--- src/rtl/eth_measurer_ctl.sv ---
// Periodic ping controller: launches numbered pings, measures echo round-trip time,
// and flags pings whose echo does not arrive within the timeout window.
module eth_measurer_ctl #(
    parameter int TIME_W = 32
) (
    input  logic              clk,
    input  logic              rst_n,
    input  logic              enable,
    input  logic [TIME_W-1:0] period,
    input  logic [TIME_W-1:0] timeout,
    output logic              tx_valid,
    input  logic              tx_ready,
    output logic [63:0]       tx_ping_id,
    input  logic [63:0]       rx_ping_id,
    output logic [TIME_W-1:0] rtt,
    output logic              rtt_valid,
    output logic              lost,
    output logic [63:0]       ping_count,
    output logic [63:0]       lost_count,
    output logic              busy
);

    typedef enum logic [1:0] {IDLE, SEND, WAIT_RX, HOLD} state_t;

    state_t            state_reg;
    logic [TIME_W-1:0] elapsed_reg;
    logic [63:0]       ping_id_reg;
    logic              tx_valid_reg;
    logic [TIME_W-1:0] rtt_reg;
    logic              rtt_valid_reg;
    logic              lost_reg;
    logic [63:0]       ping_count_reg;
    logic [63:0]       lost_count_reg;
    logic              busy_reg;

    logic [TIME_W-1:0] elapsed_next;
    logic [63:0]       ping_id_next;
    logic              echo_match;
    logic              timed_out;
    logic              launch_ok;

    assign elapsed_next = (elapsed_reg == '1) ? elapsed_reg : elapsed_reg + 1'b1;
    // The all-ones id is what the RX path reports after its reset, so it is never issued.
    assign ping_id_next = (ping_id_reg == 64'hFFFF_FFFF_FFFF_FFFE) ? 64'd0
                                                                   : ping_id_reg + 64'd1;
    assign echo_match   = (rx_ping_id == ping_id_reg);
    assign timed_out    = (timeout != '0) && (elapsed_reg >= timeout);
    assign launch_ok    = enable && (period != '0);

    always_ff @(posedge clk or negedge rst_n) begin
        if (!rst_n) begin
            state_reg      <= IDLE;
            elapsed_reg    <= '0;
            ping_id_reg    <= '0;
            tx_valid_reg   <= 1'b0;
            rtt_reg        <= '0;
            rtt_valid_reg  <= 1'b0;
            lost_reg       <= 1'b0;
            ping_count_reg <= '0;
            lost_count_reg <= '0;
            busy_reg       <= 1'b0;
        end else begin
            rtt_valid_reg <= 1'b0;
            lost_reg      <= 1'b0;
            case (state_reg)
                IDLE: begin
                    if (launch_ok) begin
                        state_reg    <= SEND;
                        tx_valid_reg <= 1'b1;
                        busy_reg     <= 1'b1;
                    end
                end
                SEND: begin
                    // Request is held until accepted regardless of enable.
                    if (tx_ready) begin
                        state_reg      <= WAIT_RX;
                        tx_valid_reg   <= 1'b0;
                        elapsed_reg    <= {{(TIME_W-1){1'b0}}, 1'b1};
                        ping_count_reg <= ping_count_reg + 64'd1;
                    end
                end
                WAIT_RX: begin
                    elapsed_reg <= elapsed_next;
                    if (echo_match) begin
                        rtt_reg       <= elapsed_reg;
                        rtt_valid_reg <= 1'b1;
                        ping_id_reg   <= ping_id_next;
                        state_reg     <= HOLD;
                    end else if (timed_out) begin
                        lost_reg       <= 1'b1;
                        lost_count_reg <= lost_count_reg + 64'd1;
                        ping_id_reg    <= ping_id_next;
                        state_reg      <= HOLD;
                    end
                end
                HOLD: begin
                    elapsed_reg <= elapsed_next;
                    if (elapsed_reg >= period) begin
                        if (launch_ok) begin
                            state_reg    <= SEND;
                            tx_valid_reg <= 1'b1;
                        end else begin
                            state_reg <= IDLE;
                            busy_reg  <= 1'b0;
                        end
                    end
                end
                default: begin
                    state_reg <= IDLE;
                    busy_reg  <= 1'b0;
                end
            endcase
        end
    end

    assign tx_valid   = tx_valid_reg;
    assign tx_ping_id = ping_id_reg;
    assign rtt        = rtt_reg;
    assign rtt_valid  = rtt_valid_reg;
    assign lost       = lost_reg;
    assign ping_count = ping_count_reg;
    assign lost_count = lost_count_reg;
    assign busy       = busy_reg;

endmodule
--- config.mk ---
export PLATFORM = sky130hd
export DESIGN_NAME = eth_measurer_ctl
export DESIGN_NICKNAME = d
export VERILOG_FILES = /design/src/rtl/eth_measurer_ctl.sv
export SDC_FILE = /design/constraint.sdc
export NUM_CORES = 1
export LEC_CHECK = 0
export ABC_AREA = 1
export CORE_ASPECT_RATIO = 2
export CORE_UTILIZATION = 40
export CTS_CLUSTER_SIZE = 40
export DETAILED_ROUTE_END_ITERATION = 8
export PLACE_DENSITY = 0.6
export SLEW_MARGIN = 10
export SYNTH_ARGS = -nofsm -noshare
export SYNTH_HDL_FRONTEND = slang
export SYNTH_SLANG_ARGS = --single-unit
export TNS_END_PERCENT = 1
--- constraint.sdc ---
create_clock -name clk -period 4 [get_ports clk]
set_input_delay 0.8 -clock clk [delete_from_list [all_inputs] [get_ports clk]]
set_output_delay 0.8 -clock clk [all_outputs]
set_load 0.005 [all_outputs]
==> results.tsv <==
metric	value	unit
status	completed	
cts_buffers	27	
holdWs	229.6	ps
fin_skew	22.12	ps
die_area	46670	sq um
antenna_found_initial	4	
placedCellCount	3463	
synth.area.top_cells	dfrtp_1 36%, nand2_1 16%, xor2_1 7.4%, nor2_1 7.0%, inv_1 6.0%	
die_w	153.3	um
num_rows	110	
numPortBuffers	359	
routed_wl	71.30	mm
setup_violations	0	
grt_overflow_total	0	
gp_congestion	0.9885	
vias	18460	
drc	0	
htree_levels	1	
finalSetupTns	0	ps
dr.pass1.iters	5	
ys_seq_elements	262	
cp_num_buf_inv	2	
grt_max_degree	84	
pwr_density_cell	283.1	nW/um^2
async_flop_share	100.0	%
cts_root_buf	clkbuf_16	
drive_gt1_share	3.455	%
syn_area	18300	sq um
clkLatencyLatePin	560	ps
p_leak	10.87	nW
vias_per_cell	5.254	
synth_top_area_cell	dfrtp_1	
place.detailed.hpwl	57.97	mm
path_delay_family	simple AND/OR/NAND/NOR gates	
hold_violations	0	
area_growth	28.07	%
rsz0062_at_grt	false	
cts_resized	0	
nets	3138	
coreArea	45010	sq um
cts_hold_buffers	0	
min_path_type	primary input to asynchronous set/reset pin	
final_util	52.08	%
relSlewSlack	43.19	%
ys_seq_area_share	35.82	%
maxCapViolCount	0	
ant_nets	0	
grt_pass1_wl	108.9	mm
min_period	3118	ps
synth-main-ff-cell	dfrtp_1	
vdd.ir_drop.worst	0.3617	mV
yosysMostFrequentCell	nand2_1	
cpMostUsedCell	nand2_1	
yosysWarnings	0	
synthTopCellsByCount	765 x nand2_1, 340 x nor2_1, 293 x inv_1	
clkSinkCount	262	
grt_use_total	30.71	%
crit_slowest_cell	buf_4	
cts_setup_buffers	0	
crit_path_end_kind	register	
worst_ep_arrival_time	3600	ps
cpPeakStageDelay	550	ps
initial_core_util	40.67	%
cts_tree	built	
dieHeight	304.5	um
synth_cells	2585	
cp_cell_sequence	clkdlybuf4s50_1 > or2_2 > a21oi_1 > nand3_1 > nor2_1 > nand2_1 > nor2_1 > nand2_1 > a21oi_4 > buf_4 > nand3_1 > nand2_1	
crit_path_max_fanout	61	
syn-mean-instance-area	7.080	sq um
clkTransAtPathRegs	70	ps
ioPinCount	360	
maxSlewViolCount	0	
ys_types	42	
start_kind	primary input	
post_drt_wl_per_cell	20.30	um
synth_nets	2791	
period_share	77.95	%
first_iter_violations	809	
critical_path_class	primary input to register	
synth_edf_count	0	
fin_cells	3513	
clock_path_buffers	3	
synth_top_area_share	35.82	%
fmax	0.3207	GHz
tightest_slew	845.7	ps
grt_pass1_vias	19140	
worstPathRequired	4480	ps
## cells in the final DEF, fill, tap and decap left out, types with 3 or more instances in the layout
cell,count
nand2_1,765
clkdlybuf4s50_1,358
nor2_1,340
inv_1,293
dfrtp_1,262
xor2_1,155
nand4_1,107
nand3_1,96
xnor2_1,88
nor3_1,86
o21ai_0,76
ha_1,74
a21oi_1,50
nor4_1,38
o21ai_1,30
clkbuf_16,27
buf_4,14
nand3_2,11
inv_2,8
nand3b_1,8
clkbuf_8,8
o31ai_1,6
buf_12,6
o21a_1,4
clkinv_2,4
or2_2,3
nor3_2,3
nand2_2,3
clkbuf_1,3
bufinv_16,3
## through the flow
| step | setup WS, ps | instance area [sq um] | power (mW) |
|---|---|---|---|
| after global placement | 416.8 | 22500 | 3.938 |
| after detailed placement | 321.1 | 22500 | 3.966 |
| after CTS | 912.5 | 23440 | 6.709 |
| final | 882.1 | 23440 | 6.637 |
| after global routing | 767.8 | 23440 | 6.932 |
| after floorplan | 1492 | 18300 | 3.401 |
## final timing paths
| check | from | end | slack, ps | depth (start not counted) |
|---|---|---|---|---|
| max in group asynchronous | rst_n | lost_count[5] | 2910 | 2 |
| setup / recovery | rx_ping_id[9] | tx_ping_id[0] | 880 | 12 |
| setup reg to reg | tx_ping_id[0] | tx_ping_id[32] | 920 | 10 |
| min in group clk | rtt[29] | rtt[29] | 480 | 2 |
| hold reg to reg | rtt[29] | rtt[29] | 480 | 2 |
| hold / removal | rst_n | ping_count[46] | 230 | 1 |
## cell type report
| cell class | instances | area, sq um |
|---|---|---|
| Fill cell | 4516 | 21570 |
| Multi-Input combinational cell | 1961 | 10290 |
| Sequential cell | 262 | 6556 |
| Timing Repair Buffer | 379 | 3824 |
| Inverter | 301 | 1130 |
| Clock buffer | 38 | 797.0 |
| Tap cell | 560 | 700.7 |
| Clock inverter | 11 | 143.9 |
| Antenna cell | 1 | 2.502 |
## cell families (layout without fill, tap and decap cells)
kind of cell | Yosys count | in the layout | share of synthesized area [%]
AND/OR/NAND/NOR | 1471 | 1471 | 34.52
adder cells (fa/ha/maj) | 74 | 74 | 5.059
other | 0 | 1 | 0
buffers and inverters | 362 | 729 | 8.019
XOR/XNOR | 243 | 243 | 11.63
AO/OA/AOI/OAI | 173 | 173 | 4.956
flip-flops | 262 | 262 | 35.82
## power breakdown
part / internal, mW / switching, mW / total [mW]
clock network: 1.58 / 1.13 / 2.72
logic: 0.419 / 0.663 / 1.08
registers: 2.72 / 0.123 / 2.84
## layer usage
metal	vias to the layer above	track usage, %	share of wire, %
met4	6	22.76	8.2
met3	209	3.796	4.4
li1	8964	-	-
met2	614	58.48	53
met5	-	0	0.056
met1	8666	29.86	34
## worst reg2reg max path, delay by kind of cell, from the launching register on
family	cells	cell delay, ps
buf+inv	1	110
fa+ha+maj	1	500
simple gates	7	1690
flops	1	550
xor+xnor	1	180
(Power assumes the default switching activity.)
